--- config.mk ---
export PLATFORM = sky130hd
export DESIGN_NAME = wb_decoder
export DESIGN_NICKNAME = d
export VERILOG_FILES = /design/src/rtl/wb_pkg.sv /design/src/rtl/wb_out_tracker.sv /design/src/rtl/wb_decoder.sv
export SDC_FILE = /design/constraint.sdc
export NUM_CORES = 1
export LEC_CHECK = 0
export CAP_MARGIN = 40
export CORE_AREA = 10 10 118 120
export DETAILED_ROUTE_END_ITERATION = 8
export DIE_AREA = 0 0 128 130
export PLACE_DENSITY = 0.71
export SLEW_MARGIN = 20
export SYNTH_ARGS = -nofsm -noshare
export SYNTH_HDL_FRONTEND = slang
export SYNTH_SLANG_ARGS = --single-unit
--- constraint.sdc ---
create_clock -name clk -period 2.6 [get_ports clk]
set_clock_uncertainty 0.15 [all_clocks]
set_input_delay 0.39 -clock clk [delete_from_list [all_inputs] [get_ports clk]]
set_output_delay 0.39 -clock clk [all_outputs]
set_load 0.03 [all_outputs]
--- src/rtl/wb_pkg.sv ---
// Shared types and width helpers for the Wishbone B4 pipelined 1:N address decoder.
package wb_pkg;

  localparam int WB_ADDR_W = 32;
  localparam int WB_DATA_W = 32;

  typedef enum logic [1:0] {
    IDLE,
    BUSY,
    ERR_PEND
  } wb_dec_state_e;

  // Width of a counter that must hold the values 0..max_out inclusive.
  function automatic int cnt_w(input int max_out);
    return $clog2(max_out + 1);
  endfunction

endpackage

--- src/rtl/wb_out_tracker.sv ---
// Outstanding-request counter with full detection; the hung-slave watchdog
// is built only when WB_TIMEOUT_EN is defined.
module wb_out_tracker
  import wb_pkg::*;
#(
  parameter int MAX_OUT = 4
`ifdef WB_TIMEOUT_EN
  , parameter int TIMEOUT_CYCLES = 255
`endif
) (
  input  logic clk,
  input  logic rst_n,
  input  logic accept_i,
  input  logic retire_i,
  input  logic clear_i,
  output logic pending_o,
  output logic last_o,
  output logic full_o,
  output logic timeout_o
);

  localparam int CNT_W = cnt_w(MAX_OUT);

  logic [CNT_W-1:0] cnt_q, cnt_d;
  logic             retire_eff;
  logic             timeout;

  assign pending_o  = (cnt_q != '0);
  assign last_o     = (cnt_q == CNT_W'(1));
  assign full_o     = (cnt_q == CNT_W'(MAX_OUT));
  // A response with nothing outstanding is spurious and must not underflow.
  assign retire_eff = retire_i && pending_o;
  assign timeout_o  = timeout;

  // NOTE: every always_comb output gets a default first so no path leaves it unassigned (no latch).
  always_comb begin
    cnt_d = cnt_q;
    if (clear_i || timeout) begin
      cnt_d = '0;
    end else if (accept_i && !retire_eff) begin
      cnt_d = cnt_q + CNT_W'(1);
    end else if (!accept_i && retire_eff) begin
      cnt_d = cnt_q - CNT_W'(1);
    end
  end

  // NOTE: state registers use non-blocking assignments so every flop samples pre-edge values.
  always_ff @(posedge clk or negedge rst_n) begin
    if (!rst_n) begin
      cnt_q <= '0;
    end else begin
      cnt_q <= cnt_d;
    end
  end

`ifdef WB_TIMEOUT_EN
  localparam int WD_W = $clog2(TIMEOUT_CYCLES + 1);

  logic [WD_W-1:0] wd_q, wd_d;

  assign timeout = (wd_q == WD_W'(TIMEOUT_CYCLES));

  always_comb begin
    wd_d = wd_q + WD_W'(1);
    if (clear_i || retire_eff || !pending_o || timeout) begin
      wd_d = '0;
    end
  end

  always_ff @(posedge clk or negedge rst_n) begin
    if (!rst_n) begin
      wd_q <= '0;
    end else begin
      wd_q <= wd_d;
    end
  end
`else
  assign timeout = 1'b0;
`endif

endmodule

--- src/rtl/wb_decoder.sv ---
// Wishbone B4 pipelined 1-master-to-N-slave decoder and response router.
// Optional hung-slave watchdog is enabled with the WB_TIMEOUT_EN macro.
module wb_decoder
  import wb_pkg::*;
#(
  parameter int NUM_SLAVES     = 4,
  parameter int ADDR_W         = WB_ADDR_W,
  parameter int DATA_W         = WB_DATA_W,
  parameter int SEL_W          = 3,
  parameter int MAX_OUT        = 4,
  parameter int TIMEOUT_CYCLES = 255
) (
  input  logic                         clk,
  input  logic                         rst_n,
  input  logic                         m_i_cyc,
  input  logic                         m_i_stb,
  input  logic                         m_i_we,
  input  logic [ADDR_W-1:0]            m_i_addr,
  input  logic [DATA_W-1:0]            m_i_data,
  input  logic [DATA_W/8-1:0]          m_i_sel,
  output logic                         m_o_stall,
  output logic                         m_o_ack,
  output logic                         m_o_err,
  output logic [DATA_W-1:0]            m_o_data,
  output logic [NUM_SLAVES-1:0]        s_o_cyc,
  output logic [NUM_SLAVES-1:0]        s_o_stb,
  output logic                         s_o_we,
  output logic [ADDR_W-1:0]            s_o_addr,
  output logic [DATA_W-1:0]            s_o_data,
  output logic [DATA_W/8-1:0]          s_o_sel,
  input  logic [NUM_SLAVES-1:0]        s_i_stall,
  input  logic [NUM_SLAVES-1:0]        s_i_ack,
  input  logic [NUM_SLAVES-1:0]        s_i_err,
  input  logic [NUM_SLAVES*DATA_W-1:0] s_i_data
);

  if (NUM_SLAVES < 1 || NUM_SLAVES > (2 ** SEL_W) || MAX_OUT < 1 ||
      TIMEOUT_CYCLES < 1 || (DATA_W % 8) != 0) begin : g_bad_cfg
    $error("wb_decoder: illegal parameter combination");
  end

  wb_dec_state_e     state_q;
  logic [SEL_W-1:0]  lock_q;
  logic [SEL_W-1:0]  idx;
  logic              mapped, cyc, stall, accept;
  logic              tgt_stall, lock_ack, lock_err;
  logic [DATA_W-1:0] lock_data;
  logic              pending, last, full, timeout;

  // Reset is folded into the combinational outputs so they all read 0 while rst_n is low.
  assign cyc    = m_i_cyc && rst_n;
  assign idx    = m_i_addr[ADDR_W-1 -: SEL_W];
  assign mapped = (int'(idx) < NUM_SLAVES);

  always_comb begin
    tgt_stall = 1'b0;
    lock_ack  = 1'b0;
    lock_err  = 1'b0;
    lock_data = '0;
    for (int k = 0; k < NUM_SLAVES; k++) begin
      if (idx == SEL_W'(k)) tgt_stall = s_i_stall[k];
      if (lock_q == SEL_W'(k)) begin
        lock_ack  = s_i_ack[k];
        lock_err  = s_i_err[k];
        lock_data = s_i_data[k*DATA_W +: DATA_W];
      end
    end
  end

  assign stall = rst_n && (full || (state_q == BUSY && idx != lock_q) || tgt_stall ||
                           state_q == ERR_PEND || (!mapped && pending) || timeout);
  assign accept = cyc && m_i_stb && !stall;

  always_comb begin
    s_o_cyc = '0;
    for (int k = 0; k < NUM_SLAVES; k++) begin
      s_o_cyc[k] = cyc && !timeout &&
                   ((state_q == BUSY && lock_q == SEL_W'(k)) ||
                    (state_q == IDLE && idx == SEL_W'(k)));
    end
  end

  assign s_o_stb   = s_o_cyc & {NUM_SLAVES{m_i_stb && !stall}};
  assign s_o_we    = m_i_we && rst_n;
  assign s_o_addr  = rst_n ? m_i_addr : '0;
  assign s_o_data  = rst_n ? m_i_data : '0;
  assign s_o_sel   = rst_n ? m_i_sel  : '0;

  assign m_o_stall = stall;
  assign m_o_ack   = cyc && pending && lock_ack;
  assign m_o_err   = (state_q == ERR_PEND) || (cyc && pending && lock_err) || timeout;
  assign m_o_data  = rst_n ? lock_data : '0;

  wb_out_tracker #(
    .MAX_OUT(MAX_OUT)
`ifdef WB_TIMEOUT_EN
    , .TIMEOUT_CYCLES(TIMEOUT_CYCLES)
`endif
  ) u_tracker (
    .clk      (clk),
    .rst_n    (rst_n),
    .accept_i (accept && mapped),
    .retire_i (cyc && (lock_ack || lock_err)),
    .clear_i  (!cyc),
    .pending_o(pending),
    .last_o   (last),
    .full_o   (full),
    .timeout_o(timeout)
  );

  always_ff @(posedge clk or negedge rst_n) begin
    if (!rst_n) begin
      state_q <= IDLE;
      lock_q  <= '0;
    end else begin
      unique case (state_q)
        IDLE: begin
          if (accept) begin
            if (mapped) begin
              state_q <= BUSY;
              lock_q  <= idx;
            end else begin
              state_q <= ERR_PEND;
            end
          end
        end
        BUSY: begin
          if (!cyc || timeout ||
              (!accept && (!pending || (last && (lock_ack || lock_err))))) begin
            state_q <= IDLE;
          end
        end
        ERR_PEND: state_q <= IDLE;
        default:  state_q <= IDLE;
      endcase
    end
  end

endmodule

==> results.md <==
• **Post-DRT Antenna Nets** 0
• **cell accounting for the most synthesized area** sky130_fd_sc_hd__and2_1
• **start-to-end type of the worst setup path** flop to flop
• **Crit path max-delay family** compound AO/OA/AOI/OAI gates
• **overall power** 2.17 mW
• **chip height** 130 µm
• **share of synthesized area occupied by flip-flops and latches** 9.06%
• **Worst-path clk slew** 0.04 ns
• **nets@finish** 865
• **most common cell after layout, fill and taps aside** sky130_fd_sc_hd__clkdlybuf4s50_1
• **total power per unit cell area** 366 nW/µm²
• **number of placement rows** 40
• **post-synthesis net count** 535
• **YS warnings** 0
• **CP Data Required Time** 2.56 ns
• **number of register bits inferred by synthesis** 8
• **startpoint of the lowest-slack register-to-register path** u_tracker.cnt_q[1]
• **Die X-Extent** 128 µm
• **crit path time final** 2.60 ns
• **CTS tree** done
• **main area contributors after synthesis** sky130_fd_sc_hd__and2_1 20%, sky130_fd_sc_hd__mux2_2 16%, sky130_fd_sc_hd__dfrtp_1 9.1%
• **via count of the first global-routing pass** 4006
• **Final Hold Vio Count** 0
• **reg-to-reg slack, setup** 0.003 ns
• **core area** 11700 µm²
• **Root Buffer Master** sky130_fd_sc_hd__clkbuf_16
• **fraction of layout cells with a size suffix above 1** 15.9%
• **type of element launching the critical path** flop
• **upper clock frequency limit** 0.385 GHz
• **count of input and output buffers** 324
• **total routing resource utilization after global routing** 16.3%
• **via count** 3742
• **maximum number of pins on one net before global-route repair** 70
• **global route total overflow** 0
• **final period utilization** 99.9%
• **source of the worst hold timing path** rst_n
• **Min-Delay Path Class** input port to flop
• **post-synthesis cell count** 318
• **overall die area** 16600 µm²
• **io pins** 325
• **Post-synth EDFFs** 0
• **initial detailed-routing violation count** 106
• **number of sinks driven by the clock tree** 8
• **Area Overhead vs Synth** 168%
• **per-cell via count in the routed design** 4.71
• **top cell type's share of synthesized area** 20.1%
• **Buf+Inv Stages, Crit Path** 2
• **top flip-flop cell by instance count after synthesis** sky130_fd_sc_hd__dfrtp_1
• **share of async-settable or async-resettable flops after synthesis** 100%
• **total leakage power** 2.57 nW
• **hold depth** 3
• **initial cell density of the core** 18.9%
• **peak supply drop** 206 µV
• **wire length of the first global-routing pass** 21900 µm
• **status** complete, no violations
• **maximum buffer depth of the clock tree** 2
• **Endpoint, Worst Hold** u_tracker.cnt_q[2]
• **clock buffers created by TritonCTS** 3
• **Worst Path Arrival** 2.56 ns
• **remaining max-slew budget at the tightest pin** 65.1%
• **slowest stage cell on the critical path** sky130_fd_sc_hd__a2111o_1
• **half-perimeter wire length after placement** 13200 µm
• **number of optimization iterations in the first detailed-route pass** 4
• **diode count** 0
• **logic depth of the worst setup path including buffers** 8
• **leading cell types in the layout, fill and taps excluded** 274 x sky130_fd_sc_hd__clkdlybuf4s50_1, 71 x sky130_fd_sc_hd__and2_1, 41 x sky130_fd_sc_hd__nor2_1
• **routability congestion estimate** 0.827
• **max-capacitance violation count** 0
• **critical path cell sequence** inv_2 > ha_4 > or2_1 > a211o_1 > a2111o_1 > buf_4 > or3_4 > mux2_4
• **Max Slew Vio Count** 0
• **longest individual stage delay on the worst path** 0.43 ns
• **number of setup violations in the final report** 0
• **transition time of the tightest slew-check pin** 0.520 ns
• **CTS H-tree lvls** 1
• **average wire per standard cell** 19.1 µm
• **Skew-Pair Late Insertion Delay** 0.23 ns
• **number of antenna violations at the first check in global routing** 0
• **Netlist cell types** 46
• **unrepaired setup endpoints after global routing** yes
• **post-route DRC violation count** 0
• **mapped cell area** 2210 µm²
• **number of cells on the worst reg-to-reg path** 8
• **Post-Route Utilization** 50.5%
• **mean instance size in the synthesized netlist** 6.95 µm²
• **Crit Path Max Fanout** 5
• **endpoint kind of the worst setup timing path** flop
• **wirelength, routed** 15200 µm
• **RR Endpoint** lock_q[0]
through the flow:
stage / hold slack, ns / setup WS, ns / instance area [µm²] / instances / TNS [ns]
6_report: 0.339 / 0.00282 / 5910 / 794 / 0
4_1_cts: 0.337 / -0.0280 / 5860 / 794 / -0.0625
3_5_place_dp: 0.0598 / -0.272 / 5750 / 788 / -1.94
2_1_floorplan: -0.0556 / 0.0430 / 2210 / 318 / 0
5_1_grt: 0.386 / -0.0944 / 5910 / 794 / -0.413
3_3_place_gp: 0.0634 / -0.215 / 5750 / 788 / -1.47
synthesized netlist by cell type (2+ instances only):
cell type,n
sky130_fd_sc_hd__and2_1,71
sky130_fd_sc_hd__nand3b_1,2
sky130_fd_sc_hd__o22ai_1,32
sky130_fd_sc_hd__nor3_1,6
sky130_fd_sc_hd__ha_1,4
sky130_fd_sc_hd__a32oi_1,2
sky130_fd_sc_hd__mux2i_1,4
sky130_fd_sc_hd__xnor2_1,5
sky130_fd_sc_hd__inv_1,8
sky130_fd_sc_hd__and2_2,2
sky130_fd_sc_hd__nand3_1,3
sky130_fd_sc_hd__clkbuf_1,18
sky130_fd_sc_hd__nor2b_1,2
sky130_fd_sc_hd__nand2_1,3
sky130_fd_sc_hd__dfrtp_1,8
sky130_fd_sc_hd__nor2_1,42
sky130_fd_sc_hd__mux4_2,2
sky130_fd_sc_hd__a21oi_1,3
sky130_fd_sc_hd__mux2_2,32
sky130_fd_sc_hd__o21ai_0,34
sky130_fd_sc_hd__a31oi_1,3
sky130_fd_sc_hd__buf_1,8
worst register-to-register path, cell delays in order, from the launching register on:
cell and delay, ns:
sky130_fd_sc_hd__dfrtp_1 0.36, sky130_fd_sc_hd__inv_2 0.06, sky130_fd_sc_hd__ha_4 0.15, sky130_fd_sc_hd__or2_1 0.22, sky130_fd_sc_hd__a211o_1 0.27, sky130_fd_sc_hd__a2111o_1 0.43
sky130_fd_sc_hd__buf_4 0.17, sky130_fd_sc_hd__or3_4 0.34, sky130_fd_sc_hd__mux2_4 0.30
per-layer routing:
metal	global-route usage (%)	wire length, µm	share of wire, %	up-vias
li1	-	-	-	1783
met1	16.0	5290	35	1732
met2	31.4	8110	53	213
met3	6.77	1590	10	14
met4	3.31	195	1.3	0
met5	0	0	0	-
state kept, by name, summed over array words and instances, names as in the netlist:
name	flops
lock_q	3
u_tracker.cnt_q	3
state_q	2
power by group:
| group | switching (mW) | total [mW] | internal, mW |
|---|---|---|---|
| logic | 0.873 | 1.74 | 0.872 |
| clock network | 0.0619 | 0.266 | 0.204 |
| registers | 0.0195 | 0.156 | 0.136 |
| total | 0.954 | 2.17 | 1.21 |
worst max path at each step:
| stage | startpoint | end |
|---|---|---|
| after floorplan | u_tracker.cnt_q[0] | s_o_stb[0] |
| after global placement | m_i_addr[31] | s_o_stb[0] |
| after detailed placement | m_i_addr[31] | s_o_stb[1] |
| after CTS | u_tracker.cnt_q[1] | s_o_stb[2] |
| after global routing | u_tracker.cnt_q[1] | s_o_stb[0] |
| final | u_tracker.cnt_q[1] | lock_q[0] |
logic make-up after synthesis:
family | Yosys count | share of synthesized area [%]
buffers and inverters | 37 | 6.57
flip-flops | 8 | 9.06
XOR/XNOR | 5 | 1.98
AO/OA/AOI/OAI | 83 | 22.8
adder cells (fa/ha/maj) | 5 | 2.72
AND/OR/NAND/NOR | 141 | 36.1
multiplexers | 39 | 20.8
layout make-up:
type | count | area [µm²]
Fill cell | 1128 | 5800
Sequential cell | 8 | 201
Timing Repair Buffer | 354 | 3520
Tap cell | 147 | 184
Clock buffer | 4 | 78.8
Multi-Input combinational cell | 273 | 1900
Inverter | 8 | 30.0
timing repair:
item	4_1_cts	5_1_grt
setup buffers	2	0
resized for setup	23	19
hold buffers	1	0
hold endpoints to repair	1	0
pin swaps	7	4
setup endpoints to repair	16	27
No activity file was read; power rests on OpenSTA's default activity.
